==> config.mk <==
export PLATFORM = sky130hd
export DESIGN_NAME = execute_stage_mc_flat
export DESIGN_NICKNAME = d
export VERILOG_FILES = /design/src/rtl/execute_stage_mc_if.sv /design/src/rtl/execute_stage_mc.sv /design/src/flat_wrapper.sv
export SDC_FILE = /design/constraint.sdc
export NUM_CORES = 1
export LEC_CHECK = 0
export BUFFER_PORTS_ARGS = -buffer_cell sky130_fd_sc_hd__buf_4
export CAP_MARGIN = 20
export CELL_PAD_IN_SITES_DETAIL_PLACEMENT = 1
export CELL_PAD_IN_SITES_GLOBAL_PLACEMENT = 2
export CORE_MARGIN = 5
export CORE_UTILIZATION = 34
export CTS_BUF_LIST = sky130_fd_sc_hd__clkbuf_16
export CTS_CLUSTER_DIAMETER = 100
export DETAILED_ROUTE_END_ITERATION = 7
export PLACE_DENSITY_LB_ADDON = 0.1
export SKIP_CTS_REPAIR_TIMING = 1
export SYNTH_ARGS = -nofsm -noshare
export SYNTH_HDL_FRONTEND = slang
export SYNTH_SLANG_ARGS = --single-unit
==> constraint.sdc <==
create_clock -name clk -period 4 [get_ports clk]
set_input_delay 0.2 -clock clk [delete_from_list [all_inputs] [get_ports clk]]
set_output_delay 0.2 -clock clk [all_outputs]
set_load 0.01 [all_outputs]
==> src/rtl/execute_stage_mc_if.sv <==
// DX -> EX -> XM bundle of the execute stage.
// The decode side drives the DX fields; the execute side returns the XM fields and stall.
interface execute_stage_mc_if;
  logic [31:0] A;
  logic [31:0] B;
  logic [4:0]  RD;
  logic [2:0]  ALUctr;
  logic [2:0]  DX_MemCtr;
  logic [31:0] RegtoMem;
  logic [2:0]  DX_BranchCtr;
  logic [31:0] DX_BranchAddr;

  logic [31:0] ALUout;
  logic [31:0] ALUoutBK;
  logic [4:0]  XM_RD;
  logic [2:0]  XM_MemCtr;
  logic [31:0] XM_RegtoMem;
  logic [2:0]  XM_BranchCtr;
  logic [31:0] XM_BranchAddr;
  logic        stall;

  modport master (
    output A, B, RD, ALUctr, DX_MemCtr, RegtoMem, DX_BranchCtr, DX_BranchAddr,
    input  ALUout, ALUoutBK, XM_RD, XM_MemCtr, XM_RegtoMem, XM_BranchCtr, XM_BranchAddr, stall
  );

  modport slave (
    input  A, B, RD, ALUctr, DX_MemCtr, RegtoMem, DX_BranchCtr, DX_BranchAddr,
    output ALUout, ALUoutBK, XM_RD, XM_MemCtr, XM_RegtoMem, XM_BranchCtr, XM_BranchAddr, stall
  );
endinterface

==> src/rtl/execute_stage_mc.sv <==
// Execute stage: single-cycle ALU plus a 32-iteration restoring signed divider
// that stalls decode and emits bubbles until the HI/LO result is ready.
//
// state | meaning
// IDLE  | single-cycle ops; a nonzero DIV is latched here
// RUN   | one shift-subtract iteration per cycle, count 0..31
// DONE  | sign-fix and emit HI (remainder) / LO (quotient)
module execute_stage_mc #(
  parameter int         WIDTH     = 32,
  parameter logic [2:0] BUBBLE_MC = 3'd7,
  parameter logic [2:0] HILO_MC   = 3'd6
) (
  input logic               clk,
  input logic               rst,
  execute_stage_mc_if.slave dx
);

  localparam logic [2:0] OP_ADD = 3'd0;
  localparam logic [2:0] OP_SUB = 3'd1;
  localparam logic [2:0] OP_SLT = 3'd2;
  localparam logic [2:0] OP_BEQ = 3'd3;
  localparam logic [2:0] OP_DIV = 3'd4;
  localparam logic [2:0] OP_XOR = 3'd5;
  localparam logic [2:0] OP_BNE = 3'd6;

  typedef enum logic [1:0] {IDLE, RUN, DONE} state_t;

  state_t           state_q, state_d;
  logic [4:0]       count_q;
  logic [WIDTH-1:0] rem_q, quo_q, div_q;
  logic             sign_a_q, sign_b_q;
  logic [4:0]       rd_q;

  logic             div_start;
  logic [WIDTH-1:0] alu_res;
  logic [WIDTH-1:0] abs_a, abs_b;
  logic [WIDTH:0]   shifted, diff;
  logic [WIDTH-1:0] quo_fix, rem_fix;

  always_ff @(posedge clk or negedge rst) begin
    if (!rst) state_q <= IDLE;
    else      state_q <= state_d;
  end

  always_comb begin
    state_d   = state_q;
    div_start = (state_q == IDLE) && (dx.ALUctr == OP_DIV) && (dx.DX_MemCtr == HILO_MC);
    case (state_q)
      IDLE: if (div_start && (dx.B != '0)) state_d = RUN;
      RUN:  if (count_q == 5'd31) state_d = DONE;
      DONE: state_d = IDLE;
      default: state_d = IDLE;
    endcase
  end

  // Stall is forced low while reset is asserted so decode is never frozen by a dead divide.
  assign dx.stall = rst && ((div_start && (dx.B != '0)) || (state_q == RUN));

  always_comb begin
    alu_res = dx.A + dx.B;
    case (dx.ALUctr)
      OP_SUB, OP_BEQ, OP_BNE: alu_res = dx.A - dx.B;
      OP_SLT: alu_res = ($signed(dx.A) < $signed(dx.B)) ? 32'd1 : 32'd0;
      OP_XOR: alu_res = dx.A ^ dx.B;
      default: alu_res = dx.A + dx.B;
    endcase
  end

  assign abs_a   = dx.A[WIDTH-1] ? (~dx.A + 1'b1) : dx.A;
  assign abs_b   = dx.B[WIDTH-1] ? (~dx.B + 1'b1) : dx.B;
  assign shifted = {rem_q, quo_q[WIDTH-1]};
  assign diff    = shifted - {1'b0, div_q};
  assign quo_fix = (sign_a_q ^ sign_b_q) ? (~quo_q + 1'b1) : quo_q;
  assign rem_fix = sign_a_q ? (~rem_q + 1'b1) : rem_q;

  always_ff @(posedge clk or negedge rst) begin
    if (!rst) begin
      count_q          <= '0;
      rem_q            <= '0;
      quo_q            <= '0;
      div_q            <= '0;
      sign_a_q         <= 1'b0;
      sign_b_q         <= 1'b0;
      rd_q             <= '0;
      dx.ALUout        <= '0;
      dx.ALUoutBK      <= '0;
      dx.XM_RD         <= '0;
      dx.XM_MemCtr     <= '0;
      dx.XM_RegtoMem   <= '0;
      dx.XM_BranchCtr  <= '0;
      dx.XM_BranchAddr <= '0;
    end else begin
      case (state_q)
        IDLE: begin
          if (div_start && (dx.B == '0)) begin
            dx.ALUout        <= dx.A;
            dx.ALUoutBK      <= '1;
            dx.XM_RD         <= dx.RD;
            dx.XM_MemCtr     <= HILO_MC;
            dx.XM_RegtoMem   <= dx.RegtoMem;
            dx.XM_BranchCtr  <= '0;
            dx.XM_BranchAddr <= dx.DX_BranchAddr;
          end else if (div_start) begin
            rem_q            <= '0;
            quo_q            <= abs_a;
            div_q            <= abs_b;
            sign_a_q         <= dx.A[WIDTH-1];
            sign_b_q         <= dx.B[WIDTH-1];
            rd_q             <= dx.RD;
            count_q          <= '0;
            dx.ALUout        <= '0;
            dx.ALUoutBK      <= '0;
            dx.XM_RD         <= '0;
            dx.XM_MemCtr     <= BUBBLE_MC;
            dx.XM_RegtoMem   <= '0;
            dx.XM_BranchCtr  <= '0;
            dx.XM_BranchAddr <= '0;
          end else begin
            dx.ALUout        <= alu_res;
            dx.ALUoutBK      <= '0;
            dx.XM_RD         <= dx.RD;
            dx.XM_MemCtr     <= dx.DX_MemCtr;
            dx.XM_RegtoMem   <= dx.RegtoMem;
            dx.XM_BranchCtr  <= dx.DX_BranchCtr;
            dx.XM_BranchAddr <= dx.DX_BranchAddr;
          end
        end
        RUN: begin
          // shifted never exceeds 2*divisor-1, so its low WIDTH bits are lossless
          rem_q   <= diff[WIDTH] ? shifted[WIDTH-1:0] : diff[WIDTH-1:0];
          quo_q   <= {quo_q[WIDTH-2:0], ~diff[WIDTH]};
          count_q <= count_q + 5'd1;
        end
        DONE: begin
          dx.ALUout        <= rem_fix;
          dx.ALUoutBK      <= quo_fix;
          dx.XM_RD         <= rd_q;
          dx.XM_MemCtr     <= HILO_MC;
          dx.XM_RegtoMem   <= '0;
          dx.XM_BranchCtr  <= '0;
          dx.XM_BranchAddr <= '0;
        end
        default: ;
      endcase
    end
  end

endmodule

==> src/flat_wrapper.sv <==
// flat-port wrapper written by rule: the top's interface ports become plain ports
module execute_stage_mc_flat 
#(
  parameter int         WIDTH     = 32,
  parameter logic [2:0] BUBBLE_MC = 3'd7,
  parameter logic [2:0] HILO_MC   = 3'd6
)
  (clk, rst, dx_A, dx_B, dx_RD, dx_ALUctr, dx_DX_MemCtr, dx_RegtoMem, dx_DX_BranchCtr, dx_DX_BranchAddr, dx_ALUout, dx_ALUoutBK, dx_XM_RD, dx_XM_MemCtr, dx_XM_RegtoMem, dx_XM_BranchCtr, dx_XM_BranchAddr, dx_stall);
  execute_stage_mc_if dx_i ();
  input logic clk;
  input logic rst;
  input wire logic [$bits(dx_i.A)-1:0] dx_A;
  input wire logic [$bits(dx_i.B)-1:0] dx_B;
  input wire logic [$bits(dx_i.RD)-1:0] dx_RD;
  input wire logic [$bits(dx_i.ALUctr)-1:0] dx_ALUctr;
  input wire logic [$bits(dx_i.DX_MemCtr)-1:0] dx_DX_MemCtr;
  input wire logic [$bits(dx_i.RegtoMem)-1:0] dx_RegtoMem;
  input wire logic [$bits(dx_i.DX_BranchCtr)-1:0] dx_DX_BranchCtr;
  input wire logic [$bits(dx_i.DX_BranchAddr)-1:0] dx_DX_BranchAddr;
  output wire logic [$bits(dx_i.ALUout)-1:0] dx_ALUout;
  output wire logic [$bits(dx_i.ALUoutBK)-1:0] dx_ALUoutBK;
  output wire logic [$bits(dx_i.XM_RD)-1:0] dx_XM_RD;
  output wire logic [$bits(dx_i.XM_MemCtr)-1:0] dx_XM_MemCtr;
  output wire logic [$bits(dx_i.XM_RegtoMem)-1:0] dx_XM_RegtoMem;
  output wire logic [$bits(dx_i.XM_BranchCtr)-1:0] dx_XM_BranchCtr;
  output wire logic [$bits(dx_i.XM_BranchAddr)-1:0] dx_XM_BranchAddr;
  output wire logic [$bits(dx_i.stall)-1:0] dx_stall;
  assign dx_i.A = dx_A;
  assign dx_i.B = dx_B;
  assign dx_i.RD = dx_RD;
  assign dx_i.ALUctr = dx_ALUctr;
  assign dx_i.DX_MemCtr = dx_DX_MemCtr;
  assign dx_i.RegtoMem = dx_RegtoMem;
  assign dx_i.DX_BranchCtr = dx_DX_BranchCtr;
  assign dx_i.DX_BranchAddr = dx_DX_BranchAddr;
  assign dx_ALUout = dx_i.ALUout;
  assign dx_ALUoutBK = dx_i.ALUoutBK;
  assign dx_XM_RD = dx_i.XM_RD;
  assign dx_XM_MemCtr = dx_i.XM_MemCtr;
  assign dx_XM_RegtoMem = dx_i.XM_RegtoMem;
  assign dx_XM_BranchCtr = dx_i.XM_BranchCtr;
  assign dx_XM_BranchAddr = dx_i.XM_BranchAddr;
  assign dx_stall = dx_i.stall;
  execute_stage_mc #(.WIDTH(WIDTH), .BUBBLE_MC(BUBBLE_MC), .HILO_MC(HILO_MC)) u_core (.clk(clk), .rst(rst), .dx(dx_i));
endmodule
**Yosys cells after proc, flatten, opt, wreduce, memory -nomap -nowiden**

Cells that the tools add are included.
W data, S select, Z words.

- $add $sub $neg: 8
- $lt $le $gt $ge: 1
- Eq/ne operators: 14
- Mux-type cells: 39
- Bitwise logic cells: 8
- Reductions and logical operators: 15

Operator list:

| operator | count |
|---|---|
| $mux W32 | 16 |
| $pmux W32 S2 | 6 |
| $add A32 B1 Y32 const B | 4 |
| $not A32 Y32 | 4 |
| $pmux W32 S3 | 1 |
| $sub A33 B32 Y33 | 1 |
| $add A32 B32 Y32 | 1 |
| $logic_not A32 Y1 | 1 |
| $lt A32 B32 Y1 | 1 |
| $reduce_bool A32 Y1 | 1 |
| $sub A32 B32 Y32 | 1 |
| $xor A32 B32 Y32 | 1 |
| $mux W5 | 4 |
| $pmux W5 S2 | 2 |
| $eq A3 B3 Y1 const B | 4 |
| $mux W3 | 4 |
| $pmux W3 S2 | 2 |
| $eq A3 B2 Y1 const B | 2 |
| $reduce_and A3 Y1 | 2 |
| $add A5 B1 Y5 const B | 1 |
| $eq A5 B5 Y1 const B | 1 |
| $logic_and A1 B1 Y1 | 5 |
| $mux W2 | 2 |
| $ne A2 B1 Y1 const B | 2 |
| other kinds (13) | 16 |

- Register bits: 249
- Input port bits: 144
- Output and inout port bits: 140
- Logic and storage cells: 100

**Longest topological paths before layout**

- Depth in word-level cells: 6
- Depth in mapped cells: 14
- Mapped depth without buffers: 13

**Worst setup path after synthesis**

Ideal clock, no wire load.

- Kind: reg-to-reg
- From: reg u_core.rem_q[16]
- To: reg u_core.dx.ALUout[31]
- Library setup time: 0.073 ns
- Data arrival time: 3.030 ns
- Data required time: 3.927 ns
- Slack: 0.896 ns
- Stages on the path, launching flop included: 10
- Buffers on the path: 0
- Period minus slack after synthesis: 3.104 ns
- Cell sequence: dfrtp_1 -> or4_1 -> or4_1 -> or4_1 -> o41ai_1 -> xor2_1 -> o221ai_2 -> nor3_1 -> mux2_2 -> a21oi_2

- Cells in the longest elaborated chain, start to end: 4

Ends and longest elaborated chain:

| item | RTL line | RTL |
|---|---|---|
| start: declaration | execute_stage_mc.sv:30 | `logic [WIDTH-1:0] rem_q, quo_q, div_q;` |
| start signal: assignment | execute_stage_mc.sv:130 | `rem_q <= diff[WIDTH] ? shifted[WIDTH-1:0] : diff[WIDTH-1:0];` |
| $not A32 Y32 | execute_stage_mc.sv:74 | `assign rem_fix = sign_a_q ? (~rem_q + 1'b1) : rem_q;` |
| $add A32 B1 Y32 | execute_stage_mc.sv:74 |  |
| $mux W32 | execute_stage_mc.sv:74 |  |
| $pmux W32 S2 | execute_stage_mc.sv:93 | `case (state_q)` |
| end signal: assignment | execute_stage_mc.sv:96 | `dx.ALUout <= dx.A;` |
| end signal: assignment | execute_stage_mc.sv:119 | `dx.ALUout <= alu_res;` |
| end signal: assignment | execute_stage_mc.sv:135 | `dx.ALUout <= rem_fix;` |
| end: declaration | execute_stage_mc_if.sv:29 | `output ALUout, ALUoutBK, XM_RD, XM_MemCtr, XM_RegtoMem, XM_BranchCtr, XM_BranchAddr, stall` |

Every way passes these cells.
A chain may end at the register's enable or synchronous reset.

**Final worst setup path**

- From: reg u_core.quo_q[31]
- To: reg u_core.rem_q[20]

- Cells in the longest elaborated chain, start to end: 3

Ends and longest elaborated chain:

| item | RTL line | RTL |
|---|---|---|
| start: declaration | execute_stage_mc.sv:30 |  |
| start signal: assignment | execute_stage_mc.sv:105 | `quo_q <= abs_a;` |
| start signal: assignment | execute_stage_mc.sv:131 | `quo_q <= {quo_q[WIDTH-2:0], ~diff[WIDTH]};` |
| $sub A33 B32 Y33 | execute_stage_mc.sv:72 | `assign diff = shifted - {1'b0, div_q};` |
| $mux W32 | execute_stage_mc.sv:130 |  |
| $pmux W32 S2 | execute_stage_mc.sv:93 |  |

Every way passes these cells.

==> flow_metrics.tcl <==
set metrics [dict create \
    drt_pre_antenna_iters 5 \
    place_ws_ps 294.0 \
    critPathTopFamily "compound AO/OA/AOI/OAI gates" \
    layout_common_cells "348 x buf_4, 270 x nand2_1, 248 x dfrtp_1" \
    path_class "register to register" \
    fin_nets 2842 \
    gp_congestion 0.9519 \
    portBuffers 283 \
    rsz0062_at_grt "no" \
    crit_path_max_fanout 15 \
    syn_area_sq_um 18300 \
    cts_max_level 1 \
    grt-ovfl-total 0 \
    max_stage_delay_ps 570 \
    drc 0 \
    io_pins 284 \
    final_common_cell "buf_4" \
    p_leak_uw 0.01053 \
    async_flop_share_pct 100.0 \
    synth.avg_cell_area_sq_um 8.153 \
    skew_ps 20.45 \
    max-cap-violations 0 \
    setup_viol 0 \
    yosysSeqAreaShare_pct 34.04 \
    synth.distinct_cells 70 \
    rr_worst_depth 13 \
    clock.fmax_mhz 272.2 \
    slew_headroom_pct 30.02 \
    crit_arrival_ps 4130 \
    die_h_microns 242.0 \
    path_cells "inv_1 > ha_1 > inv_1 > fa_1 > a211oi_1 > o311a_1 > o21ai_0 > o211ai_1 > a31oi_1 > xnor2_2 > buf_4 > mux2i_1 > o21ai_0" \
    drtIter0Drc 1287 \
    path_depth 13 \
    start_util_pct 34.15 \
    viasPerCell 5.663 \
    cts_tree "yes" \
    track_usage_pct 25.66 \
    p_per_area_nw_per_um2 609.2 \
    synthFlopType "dfrtp_1" \
    design_area_sq_um 23370 \
    grt_pass1_vias 18835 \
    drive_gt1_share_pct 16.42 \
    cts.sinks 249 \
    setup_slack_ps 326.5 \
    hold_path.class "primary input to register" \
    rows 85 \
    status "finished, violations left" \
    grt_pass1_wl_microns 119300 \
    grt_max_degree 95 \
    wl_per_cell_microns 24.28 \
    wirelength_microns 80480 \
    layout_min_cycle_time_ps 3673 \
    netlist_instances 2245 \
    die-area_sq_um 58570 \
    fp.dieW_microns 242.0 \
    num_vias 18774 \
    synth-edff-count 0 \
    worstPathRequired_ps 4450 \
    synth-seq-cells 249 \
    violations "negative hold slack" \
    ctsLongestPathBuffers 3 \
    fillCellCount 6340 \
    finalSetupTns_ps 0 \
    fin_crit_sh_pct 91.84 \
    clkTransAtPathRegs_ps 60 \
    tightest_slew_ps 1048 \
    hpwl_microns 61320 \
    hold_ws_ps -11.37 \
    slew_viol_final 0 \
    area_growth_pct 27.67 \
    place_area_sq_um 21440 \
    hold_viol_final 1 \
    peakVddDrop_mv 0.3078 \
    min_path_cells 3 \
    numCtsBuffers 31 \
    synth_nets 2493 \
    cp-start-kind "register" \
    cp_num_buf_inv 3 \
    antenna_found_initial 3 \
    ys.warnings.count 0 \
    crit_slowest_cell "xnor2_2" \
    worstSetupEndpointType "register" \
    root_buffer "clkbuf_16" \
    ant_nets 0 \
    clk_latency_ps 600 \
    coreArea_sq_um 53600 \
]
[sequential cells by signal, indices dropped and copies added (netlist names), 2 cells and up]
name,flops
u_core.count_q,5
u_core.div_q,32
u_core.dx.ALUout,32
u_core.dx.ALUoutBK,32
u_core.dx.XM_BranchAddr,32
u_core.dx.XM_BranchCtr,3
u_core.dx.XM_MemCtr,3
u_core.dx.XM_RD,5
u_core.dx.XM_RegtoMem,32
u_core.quo_q,32
u_core.rd_q,5
u_core.rem_q,32
u_core.state_q,2
[kinds of logic after synthesis]
kind of cell	synth area share, %
compound gates	27.70
simple gates	16.57
buf+inv	5.196
flops	34.04
xor+xnor	8.422
fa+ha+maj	7.233
mux	0.8340
[cell usage after synthesis (all sizes together), types with 11 or more instances]
library cell	count	area (sq um)
nand2	270	1013
nor4	11	68.82
a21oi	180	904.6
a31oi	25	156.4
or3	20	130.1
o31ai	42	315.3
nor2	160	600.6
o41ai	17	148.9
or4	23	183.9
nand3	45	225.2
nand2b	18	112.6
a211oi	20	150.1
dfrtp	249	6231
nor2b	23	143.9
xnor2	105	919.6
ha	101	1264
o21ai	244	1221
o211ai	18	135.1
o22ai	12	75.07
buf	13	65.06
a22o	69	604.3
a22oi	28	210.2
clkbuf	124	465.5
inv	110	412.9
a21o	26	195.2
o21bai	19	142.6
mux2i	13	130.1
nor3	47	240.2
xor2	71	621.9
[metrics by stage]
step	cells	power (uW)	hold slack [ps]	util [%]
after global placement	3158	11290	160.9	39.99
after floorplan	2245	8588	-95.59	-
after detailed placement	3158	11460	174.5	39.99
after CTS	3215	14210	-460.4	41.74
after global routing	3315	15250	13.14	43.59
final	3315	14240	-11.37	43.59
[metal layers]
layer	up-vias	part of all wire, %	GRT usage, %
li1	8770	-	-
met1	9447	48	37.60
met2	488	46	41.44
met3	67	4.7	2.857
met4	2	1.7	4.783
met5	-	0.016	0
[report_power, final]
group,switching (uW),internal [uW],leakage [uW]
registers,905,3270,0.00314
clock network,1190,1470,0.000491
logic,4270,3130,0.00690
[tightest hold or removal path, cell delays in order]
cell and delay, ps:
buf_4 180, a21oi_1 80, o21ai_0 60
[final cells by class]
type / count / area, sq um / share of cell area (%)
inverters: 112 / 420.4 / 1.799
well taps: 696 / 870.8 / 3.727
clock inverters: 26 / 160.2 / 0.6854
multi-input cells: 1747 / 11180 / 47.86
clock buffers: 31 / 775.7 / 3.320
repair buffers: 453 / 3719 / 15.91
flip-flops and latches: 249 / 6235 / 26.68
diodes: 1 / 2.502 / 0.01071
[final timing paths]
check,to,startpoint,slack (ps)
max,u_core.rem_q[20],u_core.quo_q[31],330
min,u_core.dx.ALUout[14],dx_A[14],-10
max reg2reg,u_core.rem_q[20],u_core.quo_q[31],330
min reg2reg,u_core.rd_q[0],u_core.rd_q[0],470
max in group asynchronous,u_core.dx.ALUout[30],rst,2860
min in group asynchronous,u_core.dx.XM_BranchAddr[9],rst,120
Note: power is estimated with default switching activity, not from simulation.
